### src/rtl/switch_pkg.sv
`default_nettype none
// ============================================================================
// Module      : switch_pkg
// Description : Shared switch types: default widths, packet struct, counter helper.
// Revision    : 1.0 - initial release
// ============================================================================
package switch_pkg;

    localparam int c_data_width = 16;
    localparam int c_addr_width = 4;

    // Field order matches the switch fabric's {data, target, source} concatenation.
    typedef struct packed {
        logic [c_data_width-1:0] data;
        logic [c_addr_width-1:0] target;
        logic [c_addr_width-1:0] source;
    } pkt_t;

    function automatic logic [15:0] sat_inc(input logic [15:0] value);
        return (value == 16'hFFFF) ? value : value + 16'd1;
    endfunction

endpackage
`default_nettype wire

### src/rtl/rx_fifo.sv
`default_nettype none
// ============================================================================
// Module      : rx_fifo
// Description : First-word-fall-through packet buffer of pkt_t entries.
// Revision    : 1.0 - initial release
// ============================================================================
module rx_fifo
    import switch_pkg::*;
#(
    parameter int DEPTH = 4
) (
    input  logic clk,
    input  logic rst,
    input  logic i_push,
    input  pkt_t i_push_pkt,
    input  logic i_pop,
    output pkt_t o_head_pkt,
    output logic o_full,
    output logic o_empty
);

    localparam int c_ptr_w = $clog2(DEPTH);
    localparam int c_cnt_w = c_ptr_w + 1;

    pkt_t                mem_q [DEPTH];
    logic [c_ptr_w-1:0]  wr_ptr_q, wr_ptr_d;
    logic [c_ptr_w-1:0]  rd_ptr_q, rd_ptr_d;
    logic [c_cnt_w-1:0]  count_q,  count_d;
    logic                w_do_push;
    logic                w_do_pop;

    assign o_full     = (count_q == c_cnt_w'(DEPTH));
    assign o_empty    = (count_q == '0);
    assign o_head_pkt = mem_q[rd_ptr_q];

    // A full buffer may still accept when the head leaves in the same cycle.
    assign w_do_pop  = i_pop & ~o_empty;
    assign w_do_push = i_push & (~o_full | w_do_pop);

    always_comb begin
        wr_ptr_d = wr_ptr_q;
        rd_ptr_d = rd_ptr_q;
        count_d  = count_q;
        if (w_do_push) begin
            wr_ptr_d = wr_ptr_q + 1'b1;
        end
        if (w_do_pop) begin
            rd_ptr_d = rd_ptr_q + 1'b1;
        end
        if (w_do_push && !w_do_pop) begin
            count_d = count_q + 1'b1;
        end else if (w_do_pop && !w_do_push) begin
            count_d = count_q - 1'b1;
        end
    end

    always_ff @(posedge clk) begin
        if (rst) begin
            wr_ptr_q <= '0;
            rd_ptr_q <= '0;
            count_q  <= '0;
        end else begin
            wr_ptr_q <= wr_ptr_d;
            rd_ptr_q <= rd_ptr_d;
            count_q  <= count_d;
        end
    end

    always_ff @(posedge clk) begin
        if (w_do_push && !rst) begin
            mem_q[wr_ptr_q] <= i_push_pkt;
        end
    end

endmodule
`default_nettype wire

### src/rtl/port_egress_rx.sv
`default_nettype none
// ============================================================================
// Module      : port_egress_rx
// Description : Switch egress receiver: optional target filter, packet buffer,
//               saturating packet/drop/misroute counters.
//               Macro RX_MISROUTE_CHECK_EN enables target filtering.
// Revision    : 1.0 - initial release
// ============================================================================
module port_egress_rx
    import switch_pkg::*;
#(
    parameter int DATA_WIDTH = c_data_width,
    parameter int ADDR_WIDTH = c_addr_width,
    parameter int PORT_ID    = 0,
    parameter int FIFO_DEPTH = 4
) (
    input  logic                  clk,
    input  logic                  rst,
    input  logic                  valid_in,
    input  logic [ADDR_WIDTH-1:0] source_in,
    input  logic [ADDR_WIDTH-1:0] target_in,
    input  logic [DATA_WIDTH-1:0] data_in,
    input  logic                  rd_ready,
    output logic                  rd_valid,
    output logic [ADDR_WIDTH-1:0] rd_source,
    output logic [ADDR_WIDTH-1:0] rd_target,
    output logic [DATA_WIDTH-1:0] rd_data,
    output logic                  full,
    output logic                  empty,
    output logic [15:0]           pkt_count,
    output logic [15:0]           drop_count,
    output logic [15:0]           misroute_count
);

    pkt_t        w_push_pkt;
    pkt_t        w_head_pkt;
    logic        w_full;
    logic        w_empty;
    logic        w_accept;
    logic        w_pop;
    logic        w_push;
    logic        w_drop;
    logic [15:0] pkt_count_q,  pkt_count_d;
    logic [15:0] drop_count_q, drop_count_d;

    always_comb begin
        w_push_pkt.data   = data_in;
        w_push_pkt.target = target_in;
        w_push_pkt.source = source_in;
    end

`ifdef RX_MISROUTE_CHECK_EN
    logic        w_misroute;
    logic [15:0] misroute_count_q, misroute_count_d;

    assign w_accept   = valid_in &  target_in[PORT_ID];
    assign w_misroute = valid_in & ~target_in[PORT_ID];

    always_comb begin
        misroute_count_d = misroute_count_q;
        if (w_misroute) begin
            misroute_count_d = sat_inc(misroute_count_q);
        end
    end

    always_ff @(posedge clk) begin
        if (rst) begin
            misroute_count_q <= '0;
        end else begin
            misroute_count_q <= misroute_count_d;
        end
    end

    assign misroute_count = misroute_count_q;
`else
    assign w_accept       = valid_in;
    assign misroute_count = '0;
`endif

    assign w_pop  = ~w_empty & rd_ready;
    assign w_push = w_accept & (~w_full | w_pop);
    assign w_drop = w_accept & w_full & ~w_pop;

    always_comb begin
        pkt_count_d  = pkt_count_q;
        drop_count_d = drop_count_q;
        if (w_push) begin
            pkt_count_d = sat_inc(pkt_count_q);
        end
        if (w_drop) begin
            drop_count_d = sat_inc(drop_count_q);
        end
    end

    always_ff @(posedge clk) begin
        if (rst) begin
            pkt_count_q  <= '0;
            drop_count_q <= '0;
        end else begin
            pkt_count_q  <= pkt_count_d;
            drop_count_q <= drop_count_d;
        end
    end

    rx_fifo #(
        .DEPTH (FIFO_DEPTH)
    ) u_rx_fifo (
        .clk        (clk),
        .rst        (rst),
        .i_push     (w_push),
        .i_push_pkt (w_push_pkt),
        .i_pop      (w_pop),
        .o_head_pkt (w_head_pkt),
        .o_full     (w_full),
        .o_empty    (w_empty)
    );

    // Stale storage is masked so the read port reads zero whenever nothing is held.
    assign rd_valid       = ~w_empty;
    assign rd_source      = w_empty ? '0 : w_head_pkt.source;
    assign rd_target      = w_empty ? '0 : w_head_pkt.target;
    assign rd_data        = w_empty ? '0 : w_head_pkt.data;
    assign full           = w_full;
    assign empty          = w_empty;
    assign pkt_count      = pkt_count_q;
    assign drop_count     = drop_count_q;

endmodule
`default_nettype wire

### config.mk
export PLATFORM = sky130hd
export DESIGN_NAME = port_egress_rx
export DESIGN_NICKNAME = d
export VERILOG_FILES = /design/src/rtl/switch_pkg.sv /design/src/rtl/rx_fifo.sv /design/src/rtl/port_egress_rx.sv
export SDC_FILE = /design/constraint.sdc
export NUM_CORES = 1
export LEC_CHECK = 0
export BUFFER_PORTS_ARGS = -buffer_cell sky130_fd_sc_hd__buf_2
export CORE_MARGIN = 2
export CORE_UTILIZATION = 54
export CTS_CLUSTER_DIAMETER = 60
export DETAILED_ROUTE_END_ITERATION = 8
export GPL_TIMING_DRIVEN = 0
export PLACE_DENSITY = 0.77
export SYNTH_ARGS = -nofsm -noshare
export SYNTH_HDL_FRONTEND = slang
export SYNTH_HIERARCHICAL = 1
export SYNTH_SLANG_ARGS = --single-unit
### constraint.sdc
create_clock -name clk -period 6.2 [get_ports clk]
set_input_delay 0.62 -clock clk [delete_from_list [all_inputs] [get_ports clk]]
set_output_delay 0.62 -clock clk [all_outputs]
set_load 0.01 [all_outputs]
## Yosys cells after proc, flatten, opt, wreduce, memory -nomap -nowiden

Memories as Yosys holds them, arrays and structs flattened. A register that Yosys moved wholly into a read port is not among the register bits.
Cells that the tools add are included.

| cells by class | value |
|---|---|
| bitwise gates (word level) | 13 |
| mux-type cells | 9 |
| reduce and logical (&&, ||, !) cells | 10 |
| eq/ne operators | 3 |
| add/subtract/negate cells | 6 |

Operators with widths:

| kind | count |
|---|---|
| $add 16x1->16 const B | 2 |
| $eq 16x16->1 const B | 2 |
| $mux 16 | 1 |
| $mux 4 | 2 |
| $and 1x1->1 | 6 |
| $mux 3 | 2 |
| $not 1->1 | 5 |
| $add 2x1->2 const B | 2 |
| $mux 2 | 2 |
| $reduce_and 2->1 | 2 |
| $add 3x1->3 const B | 1 |
| $eq 3x3->1 const B | 1 |
| $logic_and 1x1->1 | 3 |
| $logic_not 1->1 | 3 |
| $logic_not 3->1 | 1 |
| $sub 3x1->3 const B | 1 |
| $mux 1 | 2 |
| $or 1x1->1 | 2 |
| $reduce_bool 2->1 | 1 |

| word-level totals | value |
|---|---|
| bits of input ports | 28 |
| output and inout port bits | 75 |
| bits in writable memories | 96 |
| memories | 1 |
| bits in registers | 39 |
| logic and storage cells | 47 |

Memory list:

| name | words | width | rd ports | clocked after memory_dff | wr ports | RTL line | text |
|---|---|---|---|---|---|---|---|
| u_rx_fifo.mem_q | 4 | 24 | 1 | 1 | 1 | rx_fifo.sv:25 | `pkt_t mem_q [DEPTH];` |

## Logic depth before layout (Yosys ltp)

Gate-level depths: netlist of run 1.

| logic depth | value |
|---|---|
| word-level depth | 10 |
| depth in mapped cells | 13 |
| gate-level depth less buffers | 12 |

## Modules after synthesis

Netlist of run 1, hierarchy kept.

By module, submodules not included:

| module | area each (um2) | cells an instance | instances | seq. area each (um2) |
|---|---|---|---|---|
| rx_fifo | 3,940.0 | 175 | 1 | 3,062.9 |
| port_egress_rx | 2,065.7 | 247 | 1 | 640.6 |

## Worst setup path after synthesis of run 1

No wires, ideal clock.

| timing | value |
|---|---|
| path kind | reg-to-reg |
| start | register u_rx_fifo.count_q[0] |
| end | memory u_rx_fifo/mem_q[1][0] in the netlist's numbering, enable pin |
| setup time | 440 ps |
| clock period less this slack | 3,705 ps |
| slack | 2,495 ps |
| data arrival time | 3,265 ps |
| cell stages (with the launch flop) | 8 |
| path buffers | 1 |
| data required time | 5,760 ps |
| cells stage by stage | dfxtp_1 nor3_1 nand2b_4 a21o_1 buf_2 inv_1 o21ai_4 nor3b_1 |

| on the way | value |
|---|---|
| cells in the longest elaborated chain, start to end | 9 |
| elaborated cells between the ends (all ways) | 13 |
| classes of those cells | 1 x eq/ne; 2 x mux; 8 x bitwise; 2 x reduce/logical |

Ends and longest elaborated chain:

| element | RTL line | text |
|---|---|---|
| from (decl) | rx_fifo.sv:28 | `logic [c_cnt_w-1:0] count_q, count_d;` |
| from (signal assigned) | rx_fifo.sv:65 | `count_q <= count_d;` |
| $logic_not 3->1 | rx_fifo.sv:33 | `assign o_empty = (count_q == '0);` |
| via empty | port_egress_rx.sv:29 | `output logic empty,` |
| $not 1->1 | port_egress_rx.sv:80 | `assign w_pop = ~w_empty & rd_ready;` |
| $and 1x1->1 | port_egress_rx.sv:80 |  |
| $or 1x1->1 | port_egress_rx.sv:81 | `assign w_push = w_accept & (~w_full \| w_pop);` |
| $and 1x1->1 | port_egress_rx.sv:81 |  |
| via w_push | port_egress_rx.sv:41 | `logic w_push;` |
| $and 1x1->1 | rx_fifo.sv:38 | `assign w_do_push = i_push & (~o_full \| w_do_pop);` |
| $logic_and 1x1->1 | rx_fifo.sv:70 | `if (w_do_push && !rst) begin` |
| $mux 1 | rx_fifo.sv:70 |  |
| $mux 1 (not written as such) | rx_fifo.sv:71 | `mem_q[wr_ptr_q] <= i_push_pkt;` |
| to (decl) | rx_fifo.sv:25 |  |

The timed path passes the listed nets, and every way through them passes these cells.

## Final worst setup path of run 1

| timing | value |
|---|---|
| start | register u_rx_fifo.count_q[1] |
| end | register u_rx_fifo.count_q[2] |

| on the way | value |
|---|---|
| cells in the longest elaborated chain, start to end | 9 |
| elaborated cells between the ends (all ways) | 19 |
| classes of those cells | 2 x add/sub; 1 x eq/ne; 2 x mux; 8 x bitwise; 6 x reduce/logical |

Ends and longest elaborated chain:

| element | RTL line | text |
|---|---|---|
| $logic_not 3->1 | rx_fifo.sv:33 |  |
| $not 1->1 | port_egress_rx.sv:80 |  |
| $and 1x1->1 | port_egress_rx.sv:80 |  |
| $or 1x1->1 * | port_egress_rx.sv:81 |  |
| $and 1x1->1 * | port_egress_rx.sv:81 |  |
| via w_push | port_egress_rx.sv:41 |  |
| $and 1x1->1 * | rx_fifo.sv:38 |  |
| $logic_not 1->1 | rx_fifo.sv:52 | `end else if (w_do_pop && !w_do_push) begin` |
| $logic_and 1x1->1 | rx_fifo.sv:52 |  |
| $reduce_bool 2->1 (no line) | -- |  |

The timed path passes the listed nets; every way through them passes the cells marked *. The select of a mux whose other input is x is not followed.
A chain may end at the register's enable or synchronous reset.

==> metrics.txt, run 1 <==
status finished, final reports clean; Top Ports about 100; CORE AREA between 0.01 and 0.015 mm^2; DRC violation count after routing 0; Tmin final 3.43 ns; Hold Path Stages 1; GRT Total Usage 0.207; Cell Pwr Density ~360 mW/mm^2; critical path arrival 3.87 ns; Crit path largest cell delay 0.70 ns; Reg2Reg Depth 13; Vias slightly below 4000; total negative slack 0 ns; Fmax achieved 0.291 GHz; global-route wire length before repair between 15000 and 20000 um; Worst EP required around 6.6 ns; fin crit share 0.554; Reg2Reg Setup Slack approximately 2.8 ns; # fillers between 700 and 800; Setup Fix Bufs, Post-CTS 0; Row Count 38; synth cell count leaders 96 x edfxtp_1, 41 x dfxtp_1, 33 x nor2b_1; Post-Syn Area between 0.006 and 0.007 mm^2; leakage power ~2.8 nW; HP Start data_in[2]; R2R Path End u_rx_fifo/count_q[2]; most frequent cell after synthesis edfxtp_1; Slew headroom 0.423; initial DRC count 221; Clock Latency Late Sink around 0.5 ns; layout net count 586; PortBufs 86; synth-to-layout area growth 23.0%; final weighted congestion of routability-driven global placement ~0.79; worst hold path endpoint u_rx_fifo/mem_q[0][10]; layout cells sized above 1 0.364; largest net degree at the start of global routing 17; wire length per cell roughly 17 um; nature of the critical path startpoint flop; count of cell types in the netlist 57; count of final setup violators 0; Worst R2R Start u_rx_fifo/count_q[1]; MaxCap Viol Count 0; GRT overflow 0; final hold violation count 0; Max FO, Critical Path 10; Peak VDD IR 0.208 mV; antenna-violating nets left 0; die width ~110 um; WS Path Type flop to flop; Die Ht between 100 and 150 um; vias per cell roughly 5.6; vias in the first global route 3821; CP most frequent cell inv_1; initial antenna violation count 0; worst hold-check path type primary input to flop; sequential cell area fraction in the yosys report 0.617; dominant synthesized flop cell edfxtp_1; CP delay by family, top simple AND/OR/NAND/NOR gates; detailed placer's ending HPWL 8270 um; # diodes 0; Ys Warns 6; Worst Path Buf+Inv 4; Clock transition at path regs about 0.060 ns; Max Slew Vio Count 0; Synth async-reset ratio 0; CP Cell Sequence nor3_2 -> nand2b_4 -> a21o_1 -> buf_2 -> inv_1 -> o21ai_4 -> inv_2 -> ha_1 -> inv_1 -> fa_1 -> xor2_1 -> or3_2 -> a21oi_1; Least-Margin Pin Slew between 0.8 and 0.9 ns; cts hold-fix bufs 0; root buf cell clkbuf_8; clk sinks 137; share of the synthesized area in the top cell type 0.480; clk buf depth 2; Mapped Cells roughly 420; cell at the slowest stage of the critical path nor3_2; final hold slack around 0.33 ns; post-CTS sizing 0; number of synthesized register bits around 140; Worst path depth 13; Routed Wire Length 11900 um; die footprint around 0.012 mm^2; CTS tree yes; Worst setup EP type flop; Synth area leaders edfxtp_1 48%, dfxtp_1 14%, mux4_2 9.0%; worst clock skew between 0.01 and 0.015 ns; number of synthesized flops with an enable pin 96; cts bufs inserted 17; Mapped Avg Cell Area approximately 14 um^2; drt first pass iters 4; RSZ-0062 raised after global routing false; cell taking the most area after synthesis edfxtp_1; Initial Util 0.554; htree depth 4
cell usage in the layout, fill, tap and decap left out, types with 10 or more instances in the layout:
cell and count:
inv_1 10, edfxtp_1 96, conb_1 16, nand4_1 11
nor2_1 19, nor2b_1 33, or4_1 11, mux4_2 24
buf_4 17, o31ai_1 14, buf_2 93, clkbuf_16 16
a21oi_1 23, dfxtp_1 41, nand2_1 10
flip-flops by register name, indices dropped and copies added (netlist names), named ones only:
register,count
u_rx_fifo/mem_q,96
u_rx_fifo/rd_ptr_q,2
drop_count,16
u_rx_fifo/wr_ptr_q,2
u_rx_fifo/count_q,3
pkt_count,16
metal layers:
layer / track usage / part of all wire
met2: 0.356 / 0.51
met3: 0.0563 / 0.052
met5: 0 / 0
met4: 0.0552 / 0.0073
met1: 0.260 / 0.43
report_power, final:
part	internal, mW	total [mW]	switching, mW
sequential	1.05	1.08	0.0333
clock	0.612	0.977	0.365
combinational	0.267	0.573	0.305
cell families after synthesis:
logic type / after synthesis / synth area share
compound gates: 52 / 0.0550
xor+xnor: 4 / 0.00583
fa+ha+maj: 8 / 0.0179
buf+inv: 46 / 0.0427
flops: 137 / 0.617
mux: 36 / 0.113
other cells: 1 / 0.000624
simple gates: 138 / 0.149
metrics by stage:
step | cell area (um^2) | power [mW] | utilization | instances | setup slack, ns
floorplan | 6060 | 1.48 | - | 437 | 2.50
global placement | 6670 | 1.65 | 0.615 | 663 | 0.720
detailed placement | 6790 | 1.68 | 0.627 | 671 | 2.70
CTS | 7380 | 2.66 | 0.681 | 703 | 2.68
global route | 7380 | 2.77 | 0.681 | 703 | 2.47
finish | 7380 | 2.63 | 0.681 | 703 | 2.77
layout make-up:
class,count,area (um^2),area share
Tap cell,140,175,0.0237
Timing Repair Buffer,94,532,0.0720
Buffer,35,215,0.0291
Clock buffer,17,414,0.0561
Clock inverter,15,176,0.0239
Sequential cell,137,3700,0.502
Multi-Input combinational cell,254,2130,0.288
Inverter,11,41.3,0.00559
worst max path at each step:
stage	from	to	slack, ns
floorplan	u_rx_fifo/count_q[0]	u_rx_fifo/mem_q[1][0]	2.50
global placement	u_rx_fifo/count_q[0]	u_rx_fifo/mem_q[0][19]	0.72
detailed placement	u_rx_fifo/count_q[1]	u_rx_fifo/count_q[2]	2.70
CTS	u_rx_fifo/count_q[1]	u_rx_fifo/count_q[2]	2.68
global route	u_rx_fifo/count_q[1]	u_rx_fifo/count_q[2]	2.47
finish	u_rx_fifo/count_q[1]	u_rx_fifo/count_q[2]	2.77
Note: power is estimated with default switching activity, not from simulation.
==> inputs of run 2 (changes only) <==
--- a/config.mk
+++ b/config.mk
@@ -7,11 +7,11 @@
 export LEC_CHECK = 0
 export BUFFER_PORTS_ARGS = -buffer_cell sky130_fd_sc_hd__buf_2
 export CORE_MARGIN = 2
-export CORE_UTILIZATION = 54
+export CORE_UTILIZATION = 51
 export CTS_CLUSTER_DIAMETER = 60
 export DETAILED_ROUTE_END_ITERATION = 8
 export GPL_TIMING_DRIVEN = 0
-export PLACE_DENSITY = 0.77
+export PLACE_DENSITY = 0.76
 export SYNTH_ARGS = -nofsm -noshare
 export SYNTH_HDL_FRONTEND = slang
 export SYNTH_HIERARCHICAL = 1
==> constraint.sdc (replaced) <==
create_clock -name clk -period 2.9 [get_ports clk]
set_input_delay 0.29 -clock clk [delete_from_list [all_inputs] [get_ports clk]]
set_output_delay 0.29 -clock clk [all_outputs]
set_load 0.01 [all_outputs]
==> run 2 against run 1 <==
Power is 110% higher. Sequential share of layout area is 0.17 points higher. Cell area is 0.17% lower. Cell count increased by 0.28%. Critical endpoint unchanged. Highest routed layer unchanged.
==> metrics.txt, run 2 (synthesis results as in run 1) <==
layout cells sized above 1 0.367 (+0.00243); htree depth 4 (unchanged); Routed met1 length 5190 um (+2.0%); GRT Total Usage 0.197 (-0.00978); top sig layer met4; initial DRC count 273 (+24%); Row Count 39 (+2.6%); most frequent cells in the layout 96 x edfxtp_1, 92 x buf_2, 38 x dfxtp_1; critical path arrival 3.04 ns (-0.83 ns); Top reg by flops u_rx_fifo/mem_q; largest net degree at the start of global routing 17 (unchanged); placed cells 674 (+0.45%); root buf cell clkbuf_16; CTS tree yes; Least-Margin Pin Slew 0.854 ns (-0.00833 ns); WS Path Type flop to flop; layout net count 586 (unchanged); initial antenna violation count 0 (unchanged); Worst setup EP type flop; Initial Util 0.524 (-0.0303); Clock transition at path regs 0.06 ns (about the same); synth-to-layout area growth 22.7%; GRT overflow 0 (unchanged); worst clock skew 0.00872 ns (-0.00149 ns); wire length per cell 16.8 um (-0.68%); worst hold path endpoint u_rx_fifo/mem_q[1][4]; die footprint 0.0127 mm^2 (+5.7%); Max FO, Critical Path 17 (+7); final hold violation count 0 (unchanged); CORE AREA 0.0115 mm^2 (+5.8%); drt first pass iters 5 (+1); Worst EP required 3.23 ns (-3.40 ns); max reg flops 96 (unchanged); cts bufs inserted 17 (unchanged); Routed Wire Length 11800 um (-0.40%); Worst R2R Start u_rx_fifo/count_q[2]; global-route wire length before repair 19400 um (+3.7%); Tmin final 2.71 ns (-0.722 ns); Reg2Reg Depth 12 (-1); Cell Pwr Density 758 mW/mm^2 (+110%); placed inst area 0.00679 mm^2 (-0.11%); clk sinks 137 (unchanged); MaxCap Viol Count 0 (unchanged); leakage power 2.77 nW (-0.63%); total power 5.58 mW (+110%); die width 113 um (+2.8%); clk buf depth 2 (unchanged); fin crit share 0.935 (+0.381); Max Slew Vio Count 0 (unchanged); met3 WL 654 um (+5.1%); Slew headroom 0.428 (+0.00558); R2R Path End u_rx_fifo/count_q[2]; worst hold-check path type primary input to flop; HP Start target_in[0]; most common cell after layout, fill and taps aside edfxtp_1; RSZ-0062 raised after global routing false; # diodes 0 (unchanged); nature of the critical path startpoint flop; fin area 0.00737 mm^2 (-0.17%); vias per cell 5.55 (-0.46%); met2 wire length 5820 um (-3.8%); status finished, final reports clean; Vias 3914 (-0.18%); final weighted congestion of routability-driven global placement 0.783 (-1.3%); vias in the first global route 3817 (-0.10%); # fillers 833 (+7.6%); Reg2Reg Setup Slack 0.19 ns (-2.58 ns); Clock Latency Late Sink 0.41 ns (-0.09 ns); Peak VDD IR 0.533 mV (+160%); Hold Path Stages 1 (unchanged); Non-Filler Instances 705 (+0.28%); Fmax achieved 0.369 GHz (+27%); DRC violation count after routing 0 (unchanged); detailed placer's ending HPWL 8190 um (-0.94%); Die Ht 113 um (+2.8%); PortBufs 86 (unchanged); Top Ports 103 (unchanged); antenna-violating nets left 0 (unchanged); count of final setup violators 0 (unchanged); cts hold-fix bufs 0 (unchanged)
## run 2: cell types whose count changed in the layout (fill, tap and decap cells not counted), sizes merged
cell / before / now
clkbuf: 25 / 26
bufinv: 3 / 2
inv: 12 / 11
## run 2: power by group
group | total, mW | internal, mW | switching, mW
Clock | 2.02 | 1.25 | 0.772
Combinational | 1.24 | 0.586 | 0.652
Sequential | 2.32 | 2.25 | 0.0754
## run 2: cell type report
| cell class | instances | area [um^2] | area share |
|---|---|---|---|
| Multi-Input combinational cell | 254 | 2140 | 0.290 |
| Buffer | 34 | 210 | 0.0285 |
| Sequential cell | 137 | 3710 | 0.503 |
| Timing Repair Buffer | 95 | 528 | 0.0716 |
| Tap cell | 143 | 179 | 0.0243 |
| Clock inverter | 13 | 131 | 0.0178 |
| Clock buffer | 18 | 429 | 0.0582 |
| Inverter | 11 | 43.8 | 0.00594 |
## run 2: worst max-delay path by stage
stage / from / end / slack [ns]
finish: u_rx_fifo/count_q[2] / u_rx_fifo/count_q[2] / 0.19
global route: u_rx_fifo/count_q[2] / u_rx_fifo/count_q[2] / 0.02
CTS: u_rx_fifo/count_q[2] / u_rx_fifo/count_q[2] / 0.007
detailed placement: u_rx_fifo/count_q[0] / u_rx_fifo/count_q[2] / -0.52
global placement: u_rx_fifo/count_q[0] / u_rx_fifo/mem_q[0][19] / -2.42
floorplan: u_rx_fifo/count_q[0] / u_rx_fifo/mem_q[1][0] / -0.75
## run 2: timing repair
item	4_1_cts	5_1_grt
resized for setup	6	2
pin swaps	1	0
endpoints found under the hold margin	0	0
endpoints found under the setup margin	76	2
buffers inserted	1	0
## run 2: per-layer routing
layer | vias to the layer above | global-route usage
met5 | - | 0
met4 | 0 | 0.0537
met3 | 13 | 0.0583
met2 | 131 | 0.326
met1 | 1902 | 0.257
li1 | 1868 | -
## run 2: worst max-delay path: stages, from the launching register on
cell     delay [ns]
dfxtp_2        0.35
or3b_4         0.26
inv_1          0.10
a21o_4         0.28
inv_4          0.11
o21ai_4        0.09
inv_2          0.10
ha_1           0.19
inv_1          0.06
fa_1           0.37
xor2_1         0.17
or3_2          0.41
a21oi_1        0.14
## run 2: stage by stage
| step | util | setup WS (ns) | TNS [ns] | hold slack (ns) |
|---|---|---|---|---|
| floorplan | - | -0.754 | -72.03 | 0.389 |
| global placement | 0.582 | -2.42 | -227.67 | 0.498 |
| detailed placement | 0.592 | -0.522 | -5.82 | 0.508 |
| CTS | 0.643 | 0.00699 | 0 | 0.0735 |
| global route | 0.643 | 0.0233 | 0 | 0.0766 |
| finish | 0.643 | 0.188 | 0 | 0.0930 |
